## src/rtl/video_led_seq_if.sv

```systemverilog
// Control and pattern bus of the frame-synchronous LED sequencer.
// The master drives the enable, frame strobe, mode, speed and host pattern.
// The slave (the sequencer) returns the LED vector and the step pulse.
interface video_led_seq_if #(
    parameter int C_LED_N = 18,
    parameter int C_SPD_W = 4
);
    logic               ck_ee;
    logic               frame_stb;
    logic [1:0]         mode;
    logic [C_SPD_W-1:0] speed;
    logic [C_LED_N-1:0] host_leds;
    logic [C_LED_N-1:0] leds_on;
    logic               step;

    modport master (
        output ck_ee, frame_stb, mode, speed, host_leds,
        input  leds_on, step
    );

    modport slave (
        input  ck_ee, frame_stb, mode, speed, host_leds,
        output leds_on, step
    );
endinterface

```

## src/rtl/video_led_seq.sv

```systemverilog
// Frame-synchronous LED pattern sequencer feeding the LED hit judge.
// Produces host / chase / blink / bar patterns and steps once every
// (speed+1) frames. The pattern only moves on an enabled frame strobe,
// so the judge never sees a change in the middle of a field.
// Build option: define VIDEO_LED_SEQ_BOUNCE_EN to make CHASE ping-pong
// instead of wrapping from the top LED back to LED 0.
//
// Bar FSM states:
//   state      | meaning
//   BAR_FILL   | level grows by one per step until all LEDs are lit
//   BAR_DRAIN  | level shrinks by one per step until no LED is lit
module video_led_seq #(
    parameter int C_LED_N = 18,
    parameter int C_SPD_W = 4
) (
    input logic             clk,
    input logic             rst_n,
    video_led_seq_if.slave  bus
);
    localparam int PTR_W = (C_LED_N > 1) ? $clog2(C_LED_N) : 1;
    localparam int LVL_W = $clog2(C_LED_N + 1);

    localparam logic [1:0] M_HOST  = 2'd0;
    localparam logic [1:0] M_CHASE = 2'd1;
    localparam logic [1:0] M_BLINK = 2'd2;
    localparam logic [1:0] M_BAR   = 2'd3;

    localparam logic [0:0] BAR_FILL  = 1'b0;
    localparam logic [0:0] BAR_DRAIN = 1'b1;

    localparam logic [PTR_W-1:0] PTR_LAST = PTR_W'(C_LED_N - 1);
    localparam logic [LVL_W-1:0] LVL_FULL = LVL_W'(C_LED_N);
    localparam logic [C_LED_N-1:0] CH_ONE = C_LED_N'(1);
    localparam logic [C_LED_N:0]   BAR_ONE = (C_LED_N + 1)'(1);

    logic [C_SPD_W-1:0] fctr;
    logic [1:0]         mode_q;
    logic [PTR_W-1:0]   ptr;
    logic               blk;
    logic [LVL_W-1:0]   level;
    logic [0:0]         bar_st;
    logic [C_LED_N-1:0] leds_q;
    logic               step_q;

    logic [PTR_W-1:0]   ptr_step;
    logic [LVL_W-1:0]   level_step;
    logic [0:0]         bar_step;

`ifdef VIDEO_LED_SEQ_BOUNCE_EN
    logic dir;
    logic dir_step;
`endif

    function automatic logic [C_LED_N-1:0] chase_pat(input logic [PTR_W-1:0] p);
        return CH_ONE << p;
    endfunction

    // Low 'lvl' LEDs lit; computed one bit wider so lvl==C_LED_N yields all ones.
    function automatic logic [C_LED_N-1:0] bar_pat(input logic [LVL_W-1:0] lvl);
        logic [C_LED_N:0] t;
        t = (BAR_ONE << lvl) - BAR_ONE;
        return t[C_LED_N-1:0];
    endfunction

    // Next chase pointer and bar level/state, used only when a step is taken.
    always_comb begin
        ptr_step   = ptr;
        level_step = level;
        bar_step   = bar_st;
`ifdef VIDEO_LED_SEQ_BOUNCE_EN
        dir_step = dir;
        if (!dir) begin
            if (ptr == PTR_LAST) begin
                dir_step = 1'b1;
                ptr_step = PTR_W'(C_LED_N - 2);
            end else begin
                ptr_step = ptr + PTR_W'(1);
            end
        end else begin
            if (ptr == '0) begin
                dir_step = 1'b0;
                ptr_step = PTR_W'(1);
            end else begin
                ptr_step = ptr - PTR_W'(1);
            end
        end
`else
        ptr_step = (ptr == PTR_LAST) ? '0 : ptr + PTR_W'(1);
`endif
        if (bar_st == BAR_FILL) begin
            if (level == LVL_FULL) begin
                bar_step   = BAR_DRAIN;
                level_step = LVL_W'(C_LED_N - 1);
            end else begin
                level_step = level + LVL_W'(1);
            end
        end else begin
            if (level == '0) begin
                bar_step   = BAR_FILL;
                level_step = LVL_W'(1);
            end else begin
                level_step = level - LVL_W'(1);
            end
        end
    end

    // Frame-strobe sequencing: mode change, step, or frame count, all gated by ck_ee.
    always_ff @(posedge clk or negedge rst_n) begin
        if (!rst_n) begin
            fctr   <= '0;
            mode_q <= M_HOST;
            ptr    <= '0;
            blk    <= 1'b0;
            level  <= '0;
            bar_st <= BAR_FILL;
            leds_q <= '0;
            step_q <= 1'b0;
`ifdef VIDEO_LED_SEQ_BOUNCE_EN
            dir    <= 1'b0;
`endif
        end else if (bus.ck_ee) begin
            step_q <= 1'b0;
            if (bus.frame_stb) begin
                if (bus.mode != mode_q) begin
                    mode_q <= bus.mode;
                    fctr   <= '0;
                    ptr    <= '0;
                    blk    <= 1'b1;
                    level  <= '0;
                    bar_st <= BAR_FILL;
`ifdef VIDEO_LED_SEQ_BOUNCE_EN
                    dir    <= 1'b0;
`endif
                    unique case (bus.mode)
                        M_HOST:  leds_q <= bus.host_leds;
                        M_CHASE: leds_q <= CH_ONE;
                        M_BLINK: leds_q <= '1;
                        M_BAR:   leds_q <= '0;
                    endcase
                end else begin
                    // >= lets a lowered speed take effect on the very next frame.
                    if (fctr >= bus.speed) begin
                        fctr   <= '0;
                        step_q <= 1'b1;
                        unique case (mode_q)
                            M_HOST: ;
                            M_CHASE: begin
                                ptr    <= ptr_step;
                                leds_q <= chase_pat(ptr_step);
`ifdef VIDEO_LED_SEQ_BOUNCE_EN
                                dir    <= dir_step;
`endif
                            end
                            M_BLINK: begin
                                blk    <= ~blk;
                                leds_q <= {C_LED_N{~blk}};
                            end
                            M_BAR: begin
                                level  <= level_step;
                                bar_st <= bar_step;
                                leds_q <= bar_pat(level_step);
                            end
                        endcase
                    end else if (fctr != '1) begin
                        fctr <= fctr + C_SPD_W'(1);
                    end
                    if (mode_q == M_HOST) begin
                        leds_q <= bus.host_leds;
                    end
                end
            end
        end
    end

    assign bus.leds_on = leds_q;
    assign bus.step    = step_q;
endmodule

```

## src/flat_wrapper.sv

```systemverilog
// flat-port wrapper written by rule: the top's interface ports become plain ports
module video_led_seq_flat 
#(
    parameter int C_LED_N = 18,
    parameter int C_SPD_W = 4
)
  (clk, rst_n, bus_ck_ee, bus_frame_stb, bus_mode, bus_speed, bus_host_leds, bus_leds_on, bus_step);
  video_led_seq_if #(.C_LED_N(C_LED_N), .C_SPD_W(C_SPD_W)) bus_i ();
  input logic clk;
  input logic rst_n;
  input wire logic [$bits(bus_i.ck_ee)-1:0] bus_ck_ee;
  input wire logic [$bits(bus_i.frame_stb)-1:0] bus_frame_stb;
  input wire logic [$bits(bus_i.mode)-1:0] bus_mode;
  input wire logic [$bits(bus_i.speed)-1:0] bus_speed;
  input wire logic [$bits(bus_i.host_leds)-1:0] bus_host_leds;
  output wire logic [$bits(bus_i.leds_on)-1:0] bus_leds_on;
  output wire logic [$bits(bus_i.step)-1:0] bus_step;
  assign bus_i.ck_ee = bus_ck_ee;
  assign bus_i.frame_stb = bus_frame_stb;
  assign bus_i.mode = bus_mode;
  assign bus_i.speed = bus_speed;
  assign bus_i.host_leds = bus_host_leds;
  assign bus_leds_on = bus_i.leds_on;
  assign bus_step = bus_i.step;
  video_led_seq #(.C_LED_N(C_LED_N), .C_SPD_W(C_SPD_W)) u_core (.clk(clk), .rst_n(rst_n), .bus(bus_i));
endmodule
```

## config.mk

```make
export PLATFORM = sky130hd
export DESIGN_NAME = video_led_seq_flat
export DESIGN_NICKNAME = d
export VERILOG_FILES = /design/src/rtl/video_led_seq_if.sv /design/src/rtl/video_led_seq.sv /design/src/flat_wrapper.sv
export SDC_FILE = /design/constraint.sdc
export NUM_CORES = 1
export LEC_CHECK = 0
export BUFFER_PORTS_ARGS = -buffer_cell sky130_fd_sc_hd__buf_2
export CORE_MARGIN = 3
export CORE_UTILIZATION = 51
export DETAILED_ROUTE_END_ITERATION = 10
export PLACE_DENSITY = 0.72
export SLEW_MARGIN = 20
export SYNTH_ARGS = -nofsm -noshare
export SYNTH_HDL_FRONTEND = slang
export SYNTH_SLANG_ARGS = --single-unit
```

## constraint.sdc

```tcl
create_clock -name clk -period 8.95 [get_ports clk]
set_input_delay 0.895 -clock clk [delete_from_list [all_inputs] [get_ports clk]]
set_output_delay 0.895 -clock clk [all_outputs]
set_load 0.01 [all_outputs]
```

[Word level (Yosys, flattened, before mapping)]
Index checks and enable logic that the tools add are counted.
Cells by class
  add/subtract/negate cells: 5
  order comparisons: 1
  eq/ne operators: 10
  shift-type cells: 2
  mux-type cells: 30
  bitwise gates (word level): 1
  reduce and logical (&&, ||, !) cells: 16
Operators by type and width (count)
  18-bit case mux with 4 select lines: 1
  18-bit 2-to-1 mux: 3
  18-bit case mux with 3 select lines: 1
  5-bit 2-to-1 mux: 10
  1-bit by 5-bit << shifter with 18-bit output, first input constant: 2
  18-bit by 1-bit subtractor with 18-bit output, second input constant: 1
  4-bit AND reduction: 4
  1-bit 2-to-1 mux: 12
  4-bit 2-to-1 mux: 3
  5-bit by 1-bit adder with 5-bit output, second input constant: 2
  5-bit equality test, second input constant: 2
  2-bit equality test, second input constant: 4
  2-bit nonzero test: 4
  3-bit AND reduction: 2
  3-bit nonzero test: 2
  5-bit zero test: 1
  5-bit nonzero test: 1
  5-bit by 1-bit subtractor with 5-bit output, second input constant: 1
  4-bit by 1-bit adder with 4-bit output, second input constant: 1
  2-bit by 1-bit equality test with 1-bit output, second input constant: 2
  4-bit greater-or-equal comparator: 1
  2-bit zero test: 2
  4-bit != test, second input constant: 1
  2-bit != test: 1
  1-bit inverter: 1
Storage, ports and cells
  register bits after elaboration: 37
  input bits: 28
  logic and storage cells: 73

[Longest topological paths before layout]
Gate-level depths: netlist of run 1.
  depth after elaboration: 9
  gate-level depth with buffers: 15
  mapped depth without buffers: 12

[Worst setup path after synthesis of run 1]
OpenSTA, ideal clock, no wires.
  kind: register -> register
  start point: reg u_core.level[0]
  end point: reg u_core.leds_q[8] (netlist: u_core.bus.leds_on[8])
  library setup time: 131 ps
  arrival: 2898 ps
  required time: 8819 ps
  setup slack: 5921 ps
  stages on the path, launching flop included: 14
  period minus slack after synthesis: 3029 ps
  path through: dfrtp_1 buf_2 inv_1 ha_1 or4b_4 a22oi_4 nand2_1 a211o_1 ha_1 clkbuf_1 nand2_1 nor4_1 a311oi_1 a31oi_1
On the way
  word-level cells in the longest chain between the ends: 9
Ends and longest elaborated chain
  start: declaration: RTL line video_led_seq.sv:40  | logic [LVL_W-1:0] level;
  start signal: assignment: RTL line video_led_seq.sv:159  | level <= level_step;
  5-bit by 1-bit adder with 5-bit output (tied with other cells): RTL line video_led_seq.sv:95  | level_step = level + LVL_W'(1);
  5-bit 2-to-1 mux (on tied branches): RTL line video_led_seq.sv:91, video_led_seq.sv:98
  5-bit 2-to-1 mux (*): RTL line video_led_seq.sv:90  | if (bar_st == BAR_FILL) begin
  1-bit by 5-bit << shifter with 18-bit output (*): RTL line video_led_seq.sv:61  | t = (BAR_ONE << lvl) - BAR_ONE;
  18-bit by 1-bit subtractor with 18-bit output (*): RTL line video_led_seq.sv:61
  18-bit case mux with 3 select lines (*): RTL line video_led_seq.sv:145  | unique case (mode_q)
  18-bit 2-to-1 mux (*): RTL line video_led_seq.sv:142  | if (fctr >= bus.speed) begin
  18-bit 2-to-1 mux (*): RTL line video_led_seq.sv:167  | if (mode_q == M_HOST) begin
  18-bit 2-to-1 mux (*): RTL line video_led_seq.sv:124  | if (bus.mode != mode_q) begin
  end signal: assignment: RTL line video_led_seq.sv:135  | M_HOST: leds_q <= bus.host_leds;
  end signal: assignment: RTL line video_led_seq.sv:149  | leds_q <= chase_pat(ptr_step);
  end signal: assignment: RTL line video_led_seq.sv:168  | leds_q <= bus.host_leds;
  end: declaration: RTL line video_led_seq.sv:42  | logic [C_LED_N-1:0] leds_q;
Every way passes the cells marked *; elsewhere a longest branch is shown, timed or not. The select of a mux whose other input is x is not followed.
A chain may end at the register's enable or synchronous reset.

[Worst setup path after layout of run 1]
  start point: reg u_core.level[0]
  end point: reg u_core.leds_q[16] (netlist: u_core.bus.leds_on[16])
Same word-level chain as after synthesis.

==> run_results.csv, run 1 <==
group,metric,value,unit
cells_and_area,layout-drive-gt1-share,15.8,%
timing,final-max-slew-violation-count,0,
clock_network,cts_hold_buffers,0,
critical_path,end_kind,"flop",
yosys,synth_ff_type,"dfrtp_1",
yosys,syn_area_per_cell,7.96,um2
timing,whs,0.498,ns
grt,grt_usage,26.9,%
critical_path,crit_path_max_incr_delay,0.72,ns
yosys,async_reset_ff_share,100,%
power_and_ir_drop,power_density,143,nW/um2
yosys,syn_inst,437,
timing,min_period,3.80,ns
clock_network,cts_setup_buffers,0,
flow_run,drv_cap,0,
place,place_inst,530,
floorplanning,io_pins,47,
grt,grt_start_max_net_pins,38,
timing,fin_ws,5.15,ns
critical_path,critical_path.cell_chain,"inv_1 > ha_1 > nand2b_1 > a31oi_1 > nand3_1 > or4_1 > ha_1 > or2_2 > mux2i_1 > nand3_1 > a41oi_1",
grt,grt_pass1_wl,16400,um
power_and_ir_drop,ir_worst_vdd,101,uV
clock_network,cts-root-buf,"clkbuf_8",
worst_hold_path,hp-class,"reg -> reg",
cells_and_area,multi_input_area,2320,um2
place,io_buffers,46,
drt,via_per_inst,6.67,
yosys,ys_warn_count,0,
critical_path,worstSetupPathType,"reg -> reg",
timing,rsz0062_at_grt,"false",
clock_network,htree_levels,2,
clock_network,clkTransAtPathRegs,0.08,ns
drt,drcViolationCount,0,
timing,finalCritPeriodShare,42.4,%
clock_network,clock_latency,0.30,ns
timing,skew,0.00558,ns
power_and_ir_drop,combPwrFrac,33.1,%
cells_and_area,area_growth_syn_to_layout,8.92,%
place,place_congestion,0.960,
critical_path,worstPathMaxFanout,20,
critical_path,arrival,4.01,ns
timing,finalSetupViolCount,0,
drt,dr.pass1.iters,7,
floorplanning,dieArea,7850,um2
critical_path,cp-start-kind,"flop",
timing,setup_tns,0,ns
power_and_ir_drop,cell_internal_pwr,350,uW
power_and_ir_drop,seqPwrFrac,38.6,%
cells_and_area,fill_cells,593,
clock_network,cts_tree,"yes",
status,status,"finished, final reports clean",
yosys,ys_ff_latch,37,
timing,tightestPinTransition,0.934,ns
floorplanning,die_h,88.6,um
place,hpwl,7240,um
place,dp_slack,5.21,ns
critical_path,critPathRequiredTime,9.17,ns
drt,vias,3588,
cells_and_area,final_area,3790,um2
cells_and_area,fin_nets,506,
drt,antenna_left,0,
yosys,synth_nets,483,
clock_network,cts_resized,0,
drt,wl_per_cell,18.6,um
drt,routed_wl,9990,um
yosys,yosys.cell_types.count,70,
power_and_ir_drop,p_leak,0.00163,uW
timing,finalHoldViolCount,0,
cells_and_area,stdcell_count,538,
grt,antenna_found_initial,0,
timing,relSlewSlack,37.1,%
critical_path,critPathTopFamily,"simple AND/OR/NAND/NOR gates",
place,place_area,3670,um2
timing,clock.fmax,0.263,GHz
grt,globalRouteOverflowTotal,0,
power_and_ir_drop,switchingPower,192,uW
floorplanning,initial_core_util,53.6,%
critical_path,path_buf_inv,1,
yosys,ys_seq_area_share,26.6,%
power_and_ir_drop,pwr-share-clk,28.3,%
floorplanning,core.rowCount,29,
clock_network,clock-sinks,37,
floorplanning,core_area,6490,um2
grt,grt_pass1_vias,3251,
critical_path,crit_slowest_cell,"or4_1",
cells_and_area,n_antenna_cell,0,
clock_network,cts_max_path_buffers,2,
yosys,synth_area,3480,um2
clock_network,cts_buffers,5,
yosys,synth_edf_count,0,
floorplanning,fp.dieW,88.6,um
cells_and_area,regArea,926,um2
drt,drtIter0Drc,311,
power_and_ir_drop,p_sw_share,35.4,%
-- path summary, 6_finish.rpt --
| check | to | cells after the start | from | slack (ns) |
|---|---|---|---|---|
| min in group asynchronous | u_core.bar_st | 1 | rst_n | 0.72 |
| hold / removal | u_core.bus.leds_on[11] | 2 | u_core.bus.leds_on[11] | 0.50 |
| hold reg to reg | u_core.bus.leds_on[11] | 2 | u_core.bus.leds_on[11] | 0.50 |
| setup reg to reg | u_core.bus.leds_on[16] | 11 | u_core.level[0] | 5.15 |
| setup / recovery | u_core.bus.leds_on[16] | 11 | u_core.level[0] | 5.15 |
| max in group asynchronous | u_core.ptr[1] | 1 | rst_n | 7.69 |
-- tightest hold or removal path, stage by stage (launching register included) --
cell     delay [ns]
dfrtp_1        0.34
nand2_1        0.05
o21ai_1        0.07
-- sequential cells by signal, indices dropped and copies added (netlist names) --
register            count
u_core.blk              1
u_core.bar_st           1
u_core.mode_q           2
u_core.fctr             4
u_core.bus.leds_on     18
u_core.level            5
u_core.ptr              5
u_core.bus.step         1
-- layer usage --
layer	global-route usage, %	vias up	part of all wire (%)
met5	0	-	0
met4	7.83	0	2.5
met3	5.21	30	8.6
met2	42.2	192	46
met1	37.7	1682	43
li1	-	1684	-
-- stage by stage --
step	power [uW]	utilization [%]
6_report	542	58.4
3_5_place_dp	388	56.5
5_1_grt	574	58.4
3_3_place_gp	387	56.5
4_1_cts	541	58.3
2_1_floorplan	321	-
-- synthesized netlist by cell type, drive strengths merged (10+ instances only) --
master | number | area (um2)
nand3 | 10 | 67.6
nor2 | 28 | 105
o21ai | 47 | 235
dfrtp | 37 | 926
nand2 | 29 | 109
o21a | 10 | 75.1
ha | 18 | 225
buf | 15 | 88.8
inv | 21 | 78.8
a21oi | 42 | 214
nor3 | 14 | 70.1
clkbuf | 18 | 68.8
-- layout by cell type, fill, tap and decap left out, drive strengths merged, types with 3 or more instances in the layout --
| master | synthesis | final |
|---|---|---|
| buf | 15 | 49 |
| o21ai | 47 | 47 |
| a21oi | 42 | 42 |
| dfrtp | 37 | 37 |
| nand2 | 29 | 29 |
| nor2 | 28 | 28 |
| inv | 21 | 21 |
| ha | 18 | 18 |
| nor3 | 14 | 14 |
| o21a | 10 | 10 |
| nand3 | 10 | 10 |
| nand2b | 8 | 8 |
| mux2i | 8 | 8 |
| a21o | 8 | 8 |
| a22o | 8 | 8 |
| a31oi | 7 | 7 |
| nand4 | 7 | 7 |
| clkbuf | 18 | 7 |
| nor2b | 6 | 6 |
| and3 | 5 | 5 |
| xor2 | 5 | 5 |
| o31ai | 5 | 5 |
| o211ai | 5 | 5 |
| or3 | 5 | 5 |
| o2bb2ai | 5 | 5 |
| nand3b | 4 | 4 |
| nor3b | 4 | 4 |
| and2 | 4 | 4 |
| a41oi | 4 | 4 |
| o221ai | 4 | 4 |
| o2111ai | 4 | 4 |
| or2 | 3 | 3 |
| nor4 | 3 | 3 |
| a22oi | 3 | 3 |
-- power by group through the flow --
stage	sequential [uW]	clock [uW]	combinational (uW)
detailed placement	212	0	176
floorplan	222	0	99.1
finish	209	153	179
global route	213	161	200
global placement	212	0	175
CTS	209	155	177
-- layout make-up --
class / instances / share of cell area [%]
Tap cell: 77 / 2.54
Timing Repair Buffer: 49 / 6.67
Inverter: 21 / 2.08
Clock buffer: 7 / 2.28
Clock inverter: 1 / 0.792
Sequential cell: 37 / 24.4
Multi-Input combinational cell: 346 / 61.2
-- cells by family (layout without fill, tap and decap cells) --
logic type,count (synthesis),in the layout,synth area share (%)
and+or+nand+nor,143,143,23.2
buffers and inverters,54,78,6.80
AOI/OAI and AO/OA,170,170,32.9
DFF,37,37,26.6
muxes,8,8,2.30
adders and majority gates,18,18,6.47
xor gates and xnor gates,7,7,1.76
Note: power is estimated with default switching activity, not from simulation.
==> run 2, diff against run 1 <==
==> constraint.sdc (replaced) <==
create_clock -name clk -period 3.93 [get_ports clk]
set_input_delay 0.393 -clock clk [delete_from_list [all_inputs] [get_ports clk]]
set_output_delay 0.393 -clock clk [all_outputs]
set_load 0.01 [all_outputs]
==> run_results.csv, run 2 (synthesis results as in run 1) <==
group,metric,value,unit
cells_and_area,fin_nets,510,
timing,setup_tns,0,ns
clock_network,cts-root-buf,"clkbuf_8",
clock_network,cts_resized,0,
clock_network,cts_hold_buffers,0,
grt,grt_pass1_vias,3309,
timing,tightestPinTransition,0.883,ns
flow_run,drv_cap,0,
power_and_ir_drop,power_density,305,nW/um2
critical_path,crit_end,"u_core.bus.leds_on[16]",
grt,globalRouteOverflowTotal,0,
power_and_ir_drop,p_leak,0.00164,uW
timing,finalSetupViolCount,0,
timing,clock.fmax,0.307,GHz
drt,drtIter0Drc,402,
critical_path,crit_path_max_incr_delay,0.49,ns
floorplanning,initial_core_util,53.6,%
clock_network,cts_buffers,5,
critical_path,end_kind,"flop",
timing,relSlewSlack,40.5,%
clock_network,cts_setup_buffers,0,
clock_network,clkTransAtPathRegs,0.08,ns
place,io_buffers,46,
drt,antenna_left,0,
place,place_congestion,0.923,
clock_network,htree_levels,2,
critical_path,critical_path.cell_chain,"inv_1 > ha_1 > or4bb_1 > a22oi_4 > nand2_1 > a211o_1 > ha_1 > or2_2 > mux2i_1 > nand3_1 > a41oi_1",
grt,grt_pass1_wl,16500,um
timing,finalHoldViolCount,0,
drt,via_per_inst,6.69,
clock_network,clock_latency,0.30,ns
place,place_inst,534,
critical_path,critPathTopFamily,"simple AND/OR/NAND/NOR gates",
cells_and_area,final_common_cell,"buf_2",
timing,min_period,3.26,ns
drt,drcViolationCount,0,
place,hpwl,7410,um
cells_and_area,area_growth_syn_to_layout,8.92,%
clock_network,cts_tree,"yes",
timing,skew,0.00971,ns
drt,vias,3627,
critical_path,critPathRequiredTime,4.14,ns
drt,routed_wl,10100,um
power_and_ir_drop,ir_worst_vdd,220,uV
cells_and_area,stdcell_count,542,
floorplanning,core_area,6490,um2
critical_path,reg2reg_from,"u_core.level[0]",
critical_path,path_buf_inv,1,
critical_path,critical_path_depth,11,
drt,wl_per_cell,18.7,um
clock_network,clock-sinks,37,
power_and_ir_drop,p_total,1160,uW
cells_and_area,n_antenna_cell,0,
critical_path,arrival,3.47,ns
drt,dr.pass1.iters,6,
critical_path,r2r_slack,0.67,ns
critical_path,crit_top_cell,"ha_1",
grt,antenna_found_initial,0,
status,status,"finished, final reports clean",
critical_path,r2r_cells,11,
floorplanning,die_h,88.6,um
critical_path,crit_slowest_cell,"or4bb_1",
floorplanning,core.rowCount,29,
timing,finalCritPeriodShare,82.9,%
timing,rsz0062_at_grt,"false",
grt,grt_usage,26.8,%
clock_network,cts_max_path_buffers,2,
cells_and_area,layout-drive-gt1-share,16.8,%
critical_path,worstSetupPathType,"reg -> reg",
cells_and_area,largest_reg_flops,18,
critical_path,timing.rr.end,"u_core.bus.leds_on[16]",
critical_path,cp-start-kind,"flop",
critical_path,worstPathMaxFanout,12,
cells_and_area,layout_common_cells,"buf_2, a21oi_1, o21ai_0, dfrtp_1, nand2_1",
timing,final-max-slew-violation-count,0,
floorplanning,dieArea,7850,um2
critical_path,crit_path_start,"u_core.level[0]",
floorplanning,fp.dieW,88.6,um
worst_hold_path,hp-class,"in -> async",
grt,grt_start_max_net_pins,38,
floorplanning,io_pins,47,
## run 2: changes by cell type in the layout (fill, tap and decap cells not counted), sizes merged
cell,before,now
buf,49,53
clkbuf,7,5
clkinv,0,2
bufinv,1,0
clkinvlp,0,1
## run 2: through the flow
stage | instance area, um2 | hold WS, ns | util, % | setup WS (ns)
after global routing | 3790 | 0.276 | 58.4 | 0.445
after CTS | 3790 | 0.236 | 58.3 | 0.696
after floorplan | 3480 | 0.0974 | - | 0.901
after detailed placement | 3700 | 0.486 | 57.0 | 0.710
final | 3790 | 0.208 | 58.4 | 0.671
after global placement | 3700 | 0.480 | 57.0 | 0.804
## run 2: layout make-up
class                   instances  area, um2
well taps                      77       96.3
clock buffers                   5       68.8
fillers                       594       2710
multi-input cells             346       2320
flip-flops and latches         37        926
inverters                      21       78.8
clock inverters                 3       17.5
repair buffers                 53        283
## run 2: how the worst min path moves through the flow
stage / from / end / slack [ns] / cells after the start
floorplan: rst_n / u_core.bar_st / 0.1 / 0
global placement: u_core.bus.leds_on[11] / u_core.bus.leds_on[11] / 0.48 / 2
detailed placement: u_core.bus.leds_on[3] / u_core.bus.leds_on[3] / 0.49 / 2
CTS: rst_n / u_core.bus.leds_on[11] / 0.24 / 1
global route: rst_n / u_core.bus.step / 0.28 / 1
finish: rst_n / u_core.bus.step / 0.21 / 1
## run 2: worst register-to-register path, stage by stage (launching register included)
cell and delay, ns:
dfrtp_1 0.37, inv_1 0.17, ha_1 0.25, or4bb_1 0.49, a22oi_4 0.33, nand2_1 0.10
a211o_1 0.30, ha_1 0.32, or2_2 0.38, mux2i_1 0.15, nand3_1 0.10, a41oi_1 0.21
## run 2: report_power, final
part           switching, uW  total (uW)  internal (uW)
Clock                    146         269            122
Sequential              38.5         478            439
Combinational            257         409            152
Total                    442        1160            713
## run 2: routing by layer
layer	vias to the layer above	track usage, %	part of all wire (%)
met4	0	10.6	3.4
met2	224	41.1	45
met5	-	0	0
met3	46	4.93	9.6
met1	1669	37.4	42
li1	1688	-	-
